File: src/rtl/uart_cmd_pkg.sv
// ============================================================================
// Module      : uart_cmd_pkg
// Description : Opcode constants and FSM state type for the UART command
//               decoder.
// Revision    : 1.0 - initial release
// ============================================================================
`default_nettype none

package uart_cmd_pkg;

    localparam logic [7:0] OP_INC        = 8'h81;
    localparam logic [7:0] OP_READ_COUNT = 8'h82;
    localparam logic [3:0] OP_WRITE      = 4'hA;
    localparam logic [3:0] OP_READ       = 4'hC;
    localparam logic [7:0] OP_ACK        = 8'h06;
    localparam logic [7:0] DIGIT_LO      = 8'h30;
    localparam logic [7:0] DIGIT_HI      = 8'h39;

    typedef enum logic [1:0] {
        IDLE     = 2'd0,
        WAIT_ARG = 2'd1,
        SEND     = 2'd2
    } state_t;

endpackage

`default_nettype wire

File: src/rtl/uart_cmd_decoder.sv
// ============================================================================
// Module      : uart_cmd_decoder
// Description : Byte-stream command decoder sitting between uart_rx and
//               uart_tx. Maintains a small register file, a command counter
//               and a saturating protocol-error counter.
//               Optional feature macro: UART_CMD_WRITE_ACK_EN -- when defined,
//               every completed register write is acknowledged with 0x06.
// Revision    : 1.0 - initial release
// ============================================================================
`default_nettype none

module uart_cmd_decoder
    import uart_cmd_pkg::*;
#(
    parameter int NUM_REGS     = 4,
    parameter int TIMEOUT_CLKS = 50_000_000/9600*20
) (
    input  logic                  clk,
    input  logic                  reset,
    input  logic [7:0]            rx_data,
    input  logic                  rx_valid,
    output logic                  rx_ready,
    output logic [7:0]            tx_data,
    output logic                  tx_valid,
    input  logic                  tx_ready,
    output logic [NUM_REGS*8-1:0] regs_flat,
    output logic [7:0]            count,
    output logic [7:0]            err_count,
    output logic                  busy
);

    localparam int                c_timer_w    = $clog2(TIMEOUT_CLKS);
    localparam logic [c_timer_w-1:0] c_timer_last = c_timer_w'(TIMEOUT_CLKS - 1);

    state_t               r_state;
    state_t               w_state_next;
    logic [c_timer_w-1:0] r_timer;
    logic [3:0]           r_idx;
    logic [7:0]           r_tx_data;
    logic [7:0]           r_count;
    logic [7:0]           r_err;

    logic                 w_accept;
    logic                 w_idx_ok;
    logic [7:0]           w_rd_data;
    logic                 w_inc_count;
    logic                 w_inc_err;
    logic                 w_wr_en;
    logic [3:0]           w_wr_idx;
    logic [7:0]           w_wr_data;
    logic                 w_latch_idx;
    logic                 w_tx_load;
    logic [7:0]           w_tx_next;

    assign rx_ready  = (r_state != SEND);
    assign busy      = (r_state != IDLE);
    assign tx_valid  = (r_state == SEND);
    assign tx_data   = r_tx_data;
    assign count     = r_count;
    assign err_count = r_err;

    assign w_accept  = rx_valid && rx_ready;
    assign w_idx_ok  = (int'(rx_data[3:0]) < NUM_REGS);

    // Register file: one byte per entry, written by digit or write commands
    generate
        for (genvar gi = 0; gi < NUM_REGS; gi++) begin : g_reg
            logic [7:0] r_reg;
            // Capture the write data when this entry is addressed
            always_ff @(posedge clk) begin
                if (reset) begin
                    r_reg <= '0;
                end else if (w_wr_en && (w_wr_idx == 4'(gi))) begin
                    r_reg <= w_wr_data;
                end
            end
            assign regs_flat[8*gi +: 8] = r_reg;
        end
    endgenerate

    // Read mux selecting the register addressed by the low nibble of rx_data
    always_comb begin
        w_rd_data = '0;
        for (int i = 0; i < NUM_REGS; i++) begin
            if (rx_data[3:0] == 4'(i)) begin
                w_rd_data = regs_flat[8*i +: 8];
            end
        end
    end

    // State register
    always_ff @(posedge clk) begin
        if (reset) begin
            r_state <= IDLE;
        end else begin
            r_state <= w_state_next;
        end
    end

    // Command decode: next state plus one-cycle action strobes
    always_comb begin
        w_state_next = r_state;
        w_inc_count  = 1'b0;
        w_inc_err    = 1'b0;
        w_wr_en      = 1'b0;
        w_wr_idx     = '0;
        w_wr_data    = '0;
        w_latch_idx  = 1'b0;
        w_tx_load    = 1'b0;
        w_tx_next    = '0;
        case (r_state)
            IDLE: begin
                if (w_accept) begin
                    if (rx_data == OP_INC) begin
                        w_inc_count = 1'b1;
                    end else if (rx_data == OP_READ_COUNT) begin
                        w_tx_load    = 1'b1;
                        w_tx_next    = r_count;
                        w_state_next = SEND;
                    end else if ((rx_data >= DIGIT_LO) && (rx_data <= DIGIT_HI)) begin
                        w_wr_en   = 1'b1;
                        w_wr_idx  = '0;
                        w_wr_data = rx_data - DIGIT_LO;
                    end else if ((rx_data[7:4] == OP_WRITE) && w_idx_ok) begin
                        w_latch_idx  = 1'b1;
                        w_state_next = WAIT_ARG;
                    end else if ((rx_data[7:4] == OP_READ) && w_idx_ok) begin
                        w_tx_load    = 1'b1;
                        w_tx_next    = w_rd_data;
                        w_state_next = SEND;
                    end else begin
                        w_inc_err = 1'b1;
                    end
                end
            end
            WAIT_ARG: begin
                // An accepted payload takes priority over a simultaneous timeout
                if (w_accept) begin
                    w_wr_en      = 1'b1;
                    w_wr_idx     = r_idx;
                    w_wr_data    = rx_data;
`ifdef UART_CMD_WRITE_ACK_EN
                    w_tx_load    = 1'b1;
                    w_tx_next    = OP_ACK;
                    w_state_next = SEND;
`else
                    w_state_next = IDLE;
`endif
                end else if (r_timer == c_timer_last) begin
                    w_inc_err    = 1'b1;
                    w_state_next = IDLE;
                end
            end
            SEND: begin
                if (tx_ready) begin
                    w_state_next = IDLE;
                end
            end
            default: begin
                w_state_next = IDLE;
            end
        endcase
    end

    // Datapath: counters, latched write index, reply byte and payload timer
    always_ff @(posedge clk) begin
        if (reset) begin
            r_count   <= '0;
            r_err     <= '0;
            r_idx     <= '0;
            r_tx_data <= '0;
            r_timer   <= '0;
        end else begin
            if (w_inc_count) begin
                r_count <= r_count + 8'd1;
            end
            if (w_inc_err && (r_err != 8'hFF)) begin
                r_err <= r_err + 8'd1;
            end
            if (w_latch_idx) begin
                r_idx <= rx_data[3:0];
            end
            if (w_tx_load) begin
                r_tx_data <= w_tx_next;
            end
            if (r_state == WAIT_ARG) begin
                r_timer <= r_timer + 1'b1;
            end else begin
                r_timer <= '0;
            end
        end
    end

endmodule

`default_nettype wire

File: config.mk
export PLATFORM = sky130hd
export DESIGN_NAME = uart_cmd_decoder
export DESIGN_NICKNAME = d
export VERILOG_FILES = /design/src/rtl/uart_cmd_pkg.sv /design/src/rtl/uart_cmd_decoder.sv
export SDC_FILE = /design/constraint.sdc
export NUM_CORES = 1
export LEC_CHECK = 0
export ABC_CLOCK_PERIOD_IN_PS = 3200
export CAP_MARGIN = 0
export CORE_ASPECT_RATIO = 0.9
export CORE_UTILIZATION = 35
export DETAILED_ROUTE_END_ITERATION = 6
export HOLD_SLACK_MARGIN = 0.12
export PLACE_DENSITY = 0.58
export SKIP_CTS_REPAIR_TIMING = 1
export SLEW_MARGIN = 5
export SYNTH_ARGS = -nofsm -noshare
export SYNTH_HDL_FRONTEND = slang
export SYNTH_SLANG_ARGS = --single-unit
File: constraint.sdc
create_clock -name clk -period 3.2 [get_ports clk]
set_input_delay 0.64 -clock clk [delete_from_list [all_inputs] [get_ports clk]]
set_output_delay 0.64 -clock clk [all_outputs]
set_load 0.02 [all_outputs]
==> impl_metrics.toml, run 1 <==
[critical_path]
worstSetupStartpoint = "rx_data[4]"
worstPathRequired_ns = 3.41
crit_fanout = 7
timing.critical_path.slowest_stage_cell = "clkdlybuf4s50_1"
path_buf_inv = 2
worst_setup_path_start_kind = "input port"
r2r_setup_slack_ns = 1.16
crit-reg2reg-capture = "err_count[7]"
crit_path_max_incr_delay_ns = 0.54
worst-setup-path-type = "in -> reg"
cp_num_cells = 8
reg2reg_from = "r_timer[12]"
reg2regPathDepth = 5
critical_path.top_delay_family = "multiplexers"
critPathCapture = "err_count[7]"
worstPathCellList = "clkdlybuf4s50_1, inv_1, ha_1, mux2_2, a32oi_1, a32oi_2, nor4b_1, mux2_1"
endpoint_kind = "flop"
arrival_ns = 2.92

[logic_synthesis]
syn_nets = 445
synth-edff-count = 0
post_synth_inst_count = 427
netlist_area_um2 = 3720
synth_seq_area_share_pct = 42.5
postSynth.asyncResetShare_pct = 0
synth_seq_cells = 79
synth_area_per_cell_um2 = 8.72
yosysUniqueCellTypes = 56
yosys_warnings = 0
synthFlopType = "dfxtp_1"

[clock_tree]
cts.sinks = 79
source_to_sink_clock_delay_at_the_later_pin_of_the_worst_skew_pair_ns = 0.33
cts_root_buf = "clkbuf_16"
cts_buffers = 9
clock_tree_from_tritoncts = "yes"
cts_max_path_buffers = 2
cts.reportedPaths.clkPinSlew_ns = 0.06
cts_htree_levels = 3

[worst_hold_path]
timing.hold.worst.class = "reg -> reg"

[sta]
layout_setup_ws_ns = 0.491
final.setup.tns_ns = 0
min_period_ns = 2.71
timing_max_transition_violations_final = 0
setup_viol_count_final = 0
rsz0062_at_grt = "false"
fmax_mhz = 369
slew_headroom_pct = 55.8
final_min_period_over_clock_period_pct = 84.7
clock_skew_ns = 0.00874
tightestPinTransition_ns = 0.663
timing_hold_violations_final = 0

[grt]
maximum_number_of_pins_on_one_net_before_global_route_repair = 64
track_usage_pct = 17.6
grt_antenna_before_repair = 0
grt_first_pass_wirelength_um = 15600
grt_remaining_overflow = 0
via_count_of_the_first_global_routing_pass = 3124

[pwr]
power.static_leakage_nw = 1.67
power-per-cell-area_nw_per_um2 = 465
peakVddDrop_uv = 273

[cells_and_area]
filler_cell_count = 970
area.sequential_um2 = 1580
largest_reg_flops = 32
antenna_cells_inserted = 0
multi_input_comb_area_um2 = 2000
num-nets-final = 515
final_core_util_pct = 47.8
fraction_of_final_layout_cells_with_drive_strength_greater_than_1_pct = 9.78
flow.area_growth_from_synthesis_pct = 32.0

[flow_run]
drv_cap = 0

[routing]
route.detailed.drc = 0
post_detailed_route_wirelength_per_cell_um = 15.5
initial_detailed_routing_violation_count = 142
ant_nets = 0
route.vias.total = 3265
post_drt_via_cell_ratio = 5.18
detailedRoute.firstPassIterationCount = 4
routed_wirelength_um = 9790

[place]
placement.setup.worst_slack_ns = 0.199
detailedPlacementHpwl_um = 7030
buffer_ports.inserted = 70
gp_congestion = 0.762

[die]
placementRows = 35
placeableCoreArea_um2 = 10300
initial_standard_cell_utilization_of_the_core_pct = 36.2
die_h_um = 99.9
pin_count = 71
chipWidth_um = 111
die_area_um2 = 11100

[outcome]
run_status = "finished, final reports clean"
cell usage after synthesis (3+ instances only):
| cell | number | share of area, % |
|---|---|---|
| and3_1 | 7 | 1.2 |
| ha_1 | 6 | 2.0 |
| buf_2 | 8 | 1.1 |
| o22ai_1 | 7 | 1.2 |
| xor2_1 | 13 | 3.1 |
| a211oi_1 | 16 | 3.2 |
| xnor2_1 | 10 | 2.4 |
| and2_1 | 4 | 0.67 |
| o21ai_0 | 6 | 0.81 |
| nor3_1 | 19 | 2.6 |
| nand2b_1 | 5 | 0.84 |
| a32oi_1 | 3 | 0.71 |
| dfxtp_1 | 79 | 42 |
| nand4_1 | 8 | 1.3 |
| nor2b_1 | 4 | 0.67 |
| or3_1 | 4 | 0.67 |
| nand3_1 | 19 | 2.6 |
| clkbuf_1 | 14 | 1.4 |
| mux2i_1 | 15 | 4.0 |
| inv_1 | 9 | 0.91 |
| nand2_1 | 25 | 2.5 |
| a21oi_1 | 21 | 2.8 |
| mux2_2 | 8 | 2.4 |
| nor3b_1 | 4 | 0.81 |
| nor2_1 | 76 | 7.7 |
placed cells by master (no fill, tap or decap), drive strengths merged, types with 4 or more instances in the layout:
cell type	netlist	final
nor2b	4	4
or3	4	4
dfxtp	79	79
clkbuf	14	10
a211oi	16	16
nand4	8	8
xnor2	10	10
ha	6	6
o22ai	7	7
mux2	10	10
buf	10	14
and3	7	7
and2	4	4
xor2	13	13
nor4	4	4
nand2	25	25
o21ai	7	7
mux2i	15	15
a21oi	21	21
nand3	19	19
clkdlybuf4s50	0	69
nor3	19	19
a32oi	4	4
nor3b	5	5
nand2b	5	5
inv	9	9
nor2	76	76
through the flow:
step / hold WS [ns] / std cells / cell area, um2 / power, mW
finish: 0.483 / 630 / 4920 / 2.29
global route: 0.518 / 630 / 4920 / 2.37
CTS: 0.485 / 630 / 4920 / 2.31
detailed placement: 0.469 / 615 / 4570 / 1.13
global placement: 0.456 / 615 / 4570 / 1.13
floorplan: 0.438 / 427 / 3720 / 1.08
where the power goes:
part	total, mW	internal, mW	switching, mW
logic	0.120	0.0509	0.0688
clock network	1.18	0.780	0.396
registers	0.992	0.988	0.00424
worst register-to-register path: stages (launching register included):
cell	delay, ns
dfxtp_1	0.41
nor4b_1	0.28
and3_1	0.28
a32oi_2	0.20
nor4b_1	0.39
mux2_1	0.37
cell type report:
| type | instances | area share (%) |
|---|---|---|
| timing repair buffer | 83 | 16.1 |
| inverter | 9 | 0.687 |
| multi-input combinational | 315 | 40.7 |
| tap | 129 | 3.28 |
| sequential | 79 | 32.2 |
| clock inverter | 5 | 2.16 |
| clock buffer | 10 | 4.86 |
metal layers:
layer  share of wire [%]  wire, um  GRT usage (%)  vias up
met5                   0         0              0        -
met4                0.93        91           4.92        0
met3                 4.1       404           3.80        9
met2                  44      4290           27.0       72
met1                  51      5000           25.1     1544
li1                    -         -              -     1640
kinds of logic after synthesis:
group | after synthesis | synth area share, %
AOI/OAI and AO/OA | 64 | 11.3
xor gates and xnor gates | 23 | 5.41
buffers and inverters | 33 | 3.80
DFF | 79 | 42.5
adders and majority gates | 6 | 2.02
muxes | 25 | 7.06
and+or+nand+nor | 197 | 27.9
how the worst min path moves through the flow:
| stage | from | slack [ns] | endpoint | cells after the start |
|---|---|---|---|---|
| after floorplan | r_timer[0] | 0.44 | r_timer[0] | 1 |
| after global placement | r_timer[0] | 0.46 | r_timer[0] | 1 |
| after detailed placement | g_reg[2].r_reg[1] | 0.47 | g_reg[2].r_reg[1] | 2 |
| after CTS | g_reg[2].r_reg[1] | 0.49 | g_reg[2].r_reg[1] | 2 |
| after global routing | g_reg[3].r_reg[0] | 0.52 | g_reg[3].r_reg[0] | 2 |
| final | g_reg[2].r_reg[2] | 0.48 | g_reg[2].r_reg[2] | 2 |
Power figures use the tool's default switching activity.
==> run 2, diff against run 1 <==
Settings changed: ABC_CLOCK_PERIOD_IN_PS 3200 to 2300, PLACE_DENSITY 0.58 to 0.6.
Clock period 3.2 ns to 2.3 ns, I/O delays scaled along.
==> run 2 against run 1 <==
Critical path depth decreased by 2. Routed wire length grew 3.4%. Sequential share of layout area down 1.6 points. Count of clock-buffer cells in the layout increased by 2. Clock skew fell by 0.0036 ns. First-iteration DRC count is 7.7% higher. Power grew 38%. Clock power is 34% higher. Hold slack lost 0.011 ns. Non-clock buffer count up 24. Critical path type unchanged. Highest routed layer unchanged.
==> impl_metrics.toml, run 2 (synthesis gave the netlist of run 1 again) <==
[sta]
tightestPinTransition_ns = 0.506
final_min_period_over_clock_period_pct = 93.9
rsz0062_at_grt = "false"
timing_hold_violations_final = 0
min_period_ns = 2.16
fmax_mhz = 463
timing_max_transition_violations_final = 0
clock_skew_ns = 0.00518
setup_viol_count_final = 0
slew_headroom_pct = 66.3

[pwr]
clock_power_share_pct = 50.0
peakVddDrop_uv = 411
power.static_leakage_nw = 1.82
power.switching_uw = 677
p_seq_share_pct = 43.7
power.switching_fraction_pct = 21.4
p_int_mw = 2.48
share_comb_of_total_power_pct = 6.2
power-per-cell-area_nw_per_um2 = 611

[grt]
via_count_of_the_first_global_routing_pass = 3226
grt_remaining_overflow = 0
track_usage_pct = 18.6
grt_first_pass_wirelength_um = 16400
grt_antenna_before_repair = 0
maximum_number_of_pins_on_one_net_before_global_route_repair = 27

[cells_and_area]
num-nets-final = 539
antenna_cells_inserted = 0
fin_cells = 655
layout.cell_area.non_filler_um2 = 5170
layout_commonest_cell = "dfxtp_1"
largest_reg_flops = 32
final_cell_mix = "dfxtp_1, nor2_1, clkdlybuf4s50_1"
fraction_of_final_layout_cells_with_drive_strength_greater_than_1_pct = 14.6
flow.area_growth_from_synthesis_pct = 38.8

[clock_tree]
clock_tree_from_tritoncts = "yes"
cts.sinks = 79
cts_max_path_buffers = 2
cts.reportedPaths.clkPinSlew_ns = 0.06
cts_htree_levels = 3
source_to_sink_clock_delay_at_the_later_pin_of_the_worst_skew_pair_ns = 0.33
cts_buffers = 9
cts_root_buf = "clkbuf_16"

[critical_path]
endpoint_kind = "flop"
timing.critical_path.slowest_stage_cell = "clkdlybuf4s50_1"
crit_path_max_incr_delay_ns = 0.52
crit_fanout = 6
arrival_ns = 2.37
worstPathCellList = "clkdlybuf4s50_1, mux2_2, a32oi_2, a32oi_4, nor4_1, mux2_1"
worstPathRequired_ns = 2.51
worst-setup-path-type = "in -> reg"
worst_setup_path_start_kind = "input port"
path_buf_inv = 1
critical_path.top_delay_family = "multiplexers"

[die]
pin_count = 71
initial_standard_cell_utilization_of_the_core_pct = 36.2
placeableCoreArea_um2 = 10300
placementRows = 35
die_area_um2 = 11100
chipWidth_um = 111
die_h_um = 99.9

[routing]
post_detailed_route_wirelength_per_cell_um = 15.4
detailedRoute.firstPassIterationCount = 6
route.vias.total = 3361
route.detailed.drc = 0
ant_nets = 0
post_drt_via_cell_ratio = 5.13
initial_detailed_routing_violation_count = 153
routed_wirelength_um = 10100

[worst_hold_path]
timing.hold.worst.class = "reg -> reg"

[place]
numPlacedInstances = 638
buffer_ports.inserted = 70
gp_congestion = 0.848
detailedPlacementHpwl_um = 7290
postPlaceCellArea_um2 = 4780

[flow_run]
drv_cap = 0

[outcome]
run_status = "finished, final reports clean"
-- run 2: metal layers --
metal	vias up	routed length (um)	GRT usage (%)	part of all wire [%]
met2	74	4350	27.9	43
met3	11	399	3.08	3.9
met5	-	0	0	0
met4	0	171	7.49	1.7
li1	1696	-	-	-
met1	1580	5200	26.5	51
-- run 2: worst register-to-register path, cell delays in order, from the launching register on --
cell and delay, ns:
dfxtp_1 0.41, nand4_1 0.13, nor4_2 0.42, a32oi_4 0.25
nor4_1 0.32, mux2_1 0.35
-- run 2: metrics by stage --
| stage | hold slack (ns) | worst slack, ns | setup TNS [ns] | util, % | power (mW) |
|---|---|---|---|---|---|
| finish | 0.472 | 0.139 | 0 | 50.2 | 3.16 |
| floorplan | 0.438 | 0.281 | 0 | - | 1.51 |
| global route | 0.486 | 0.0888 | 0 | 50.2 | 3.25 |
| global placement | 0.456 | -0.336 | -9.11 | 46.5 | 1.60 |
| detailed placement | 0.462 | -0.391 | -9.64 | 46.5 | 1.60 |
| CTS | 0.474 | -0.0564 | -0.196 | 49.7 | 3.17 |
-- run 2: final timing paths --
kind                            slack [ns]  cells past startpoint           end  startpoint
worst max register to register        0.31                      5  err_count[5]  r_timer[9]
worst min-delay path                  0.47                      1    r_timer[0]  r_timer[0]
worst min register to register        0.47                      1    r_timer[0]  r_timer[0]
worst max-delay path                  0.14                      6  err_count[5]  rx_data[6]
-- run 2: power groups by stage --
stage | Sequential (mW) | Combinational, mW | Clock, mW
floorplan | 1.42 | 0.0890 | 0
global placement | 1.41 | 0.185 | 0
detailed placement | 1.41 | 0.186 | 0
CTS | 1.38 | 0.187 | 1.60
global route | 1.38 | 0.210 | 1.66
finish | 1.38 | 0.196 | 1.58
-- run 2: layout make-up --
class,instances,area [um2]
Fill cell,943,5120
Timing Repair Buffer,107,1020
Clock inverter,4,76.3
Tap cell,129,161
Multi-Input combinational cell,315,2030
Sequential cell,79,1580
Clock buffer,12,256
Inverter,9,33.8
==> run 3, diff against run 2 <==
Settings changed: CAP_MARGIN 0 to not set, CORE_MARGIN set to 3.
==> run 3 against run 2 <==
Global-route usage down 1.3 points. Clock skew increased by 0.0022 ns. Critical path depth unchanged. Count of clock-buffer cells in the layout is 1 lower. Register-to-register slack is essentially flat. Non-clock buffer count increased by 5. Sequential cell count unchanged. Maximum frequency is 1.5% higher. Hold slack worse by 0.00078 ns. Via count up 0.89%. Power shrank 7.5%. Final cell count rose by 0.76%.
==> impl_metrics.toml, run 3 (synthesis gave the netlist of run 1 again) <==
[pwr]
power.static_leakage_nw = 1.82
power-per-cell-area_nw_per_um2 = 568
peakVddDrop_uv = 294

[grt]
grt_remaining_overflow = 0
grt_antenna_before_repair = 0
gr-max-usage-layer = "met2"
global_route.usage.met2_pct = 26.1
maximum_number_of_pins_on_one_net_before_global_route_repair = 51
grt_first_pass_wirelength_um = 16700
track_usage_pct = 17.3
global_route.usage.met1_pct = 25.6
globalRouteMet3Util_pct = 2.44
via_count_of_the_first_global_routing_pass = 3272

[critical_path]
endpoint_kind = "flop"
worst-setup-path-type = "in -> reg"
crit_fanout = 5
worstPathRequired_ns = 2.52
worst_setup_path_start_kind = "input port"
reg2regPathDepth = 6
arrival_ns = 2.34

[cells_and_area]
num-nets-final = 544
final_cell_mix = "dfxtp_1, nor2_1, clkdlybuf4s50_1"
flow.area_growth_from_synthesis_pct = 38.2
fraction_of_final_layout_cells_with_drive_strength_greater_than_1_pct = 16.2
layout_commonest_cell = "dfxtp_1"
filler_cell_count = 986
largest_reg_flops = 32
antenna_cells_inserted = 0
fin_cells = 660

[routing]
route.vias.total = 3391
initial_detailed_routing_violation_count = 170
routed_wirelength_um = 10100
post_detailed_route_wirelength_per_cell_um = 15.4
ant_nets = 0
post_drt_via_cell_ratio = 5.14
route.detailed.drc = 0
detailedRoute.firstPassIterationCount = 4

[sta]
final.setup.tns_ns = 0
slew_headroom_pct = 63.4
clock_skew_ns = 0.00733
tightestPinTransition_ns = 0.547
min_period_ns = 2.13
final_min_period_over_clock_period_pct = 92.6
fmax_mhz = 470
rsz0062_at_grt = "false"
whs_ns = 0.471
timing_hold_violations_final = 0
timing_max_transition_violations_final = 0
setup_viol_count_final = 0

[clock_tree]
source_to_sink_clock_delay_at_the_later_pin_of_the_worst_skew_pair_ns = 0.33
clock_tree_from_tritoncts = "yes"
cts_max_path_buffers = 2
cts_root_buf = "clkbuf_16"
cts.reportedPaths.clkPinSlew_ns = 0.06
cts_buffers = 9
cts.sinks = 79
cts_htree_levels = 3

[die]
initial_standard_cell_utilization_of_the_core_pct = 36.2
placementRows = 35
pin_count = 71
die_h_um = 104
die_area_um2 = 11900
placeableCoreArea_um2 = 10300
chipWidth_um = 115

[place]
gp_congestion = 0.856
buffer_ports.inserted = 70
numPlacedInstances = 643
detailedPlacementHpwl_um = 7420

[worst_hold_path]
timing.hold.worst.class = "reg -> reg"
cell_count_of_the_worst_hold_path = 1

[outcome]
run_status = "finished, final reports clean"

[flow_run]
drv_cap = 0
-- run 3: layer usage --
| metal | vias to the layer above | share of wire [%] |
|---|---|---|
| li1 | 1709 | - |
| met1 | 1611 | 49 |
| met2 | 67 | 46 |
| met3 | 4 | 4.3 |
| met4 | 0 | 0.56 |
| met5 | - | 0 |
-- run 3: cell type report --
type	count	area [um2]	share of cell area [%]
clock buffer	11	253	4.91
clock inverter	5	31.3	0.608
inverter	9	33.8	0.656
multi-input combinational	315	2040	39.7
sequential	79	1580	30.7
tap	129	161	3.14
timing repair buffer	112	1040	20.3
-- run 3: path summary, 6_finish.rpt --
check	startpoint	slack [ns]	endpoint
worst max-delay path	rx_data[2]	0.17	err_count[5]
worst min-delay path	r_timer[0]	0.47	r_timer[0]
worst max register to register	r_timer[9]	0.31	err_count[4]
worst min register to register	r_timer[0]	0.47	r_timer[0]
-- run 3: stage by stage --
step | setup WS (ns) | cell area (um2) | util (%) | power, mW
2_1_floorplan | 0.281 | 3720 | - | 1.51
3_3_place_gp | -0.286 | 4810 | 46.7 | 1.60
3_5_place_dp | -0.366 | 4810 | 46.7 | 1.60
4_1_cts | -0.0424 | 5090 | 49.5 | 2.94
5_1_grt | 0.0674 | 5150 | 50.0 | 3.02
6_report | 0.171 | 5150 | 50.0 | 2.92
-- run 3: worst max-delay path: stages --
cell and delay, ns:
clkdlybuf4s50_1 0.53, nand4bb_4 0.30, o31a_1 0.37, a32oi_4 0.27
nor4_2 0.09, mux2_1 0.31
-- run 3: power by group --
part / switching, mW / internal (mW)
Sequential: 0.00628 / 1.37
Combinational: 0.104 / 0.0924
Clock: 0.556 / 0.788
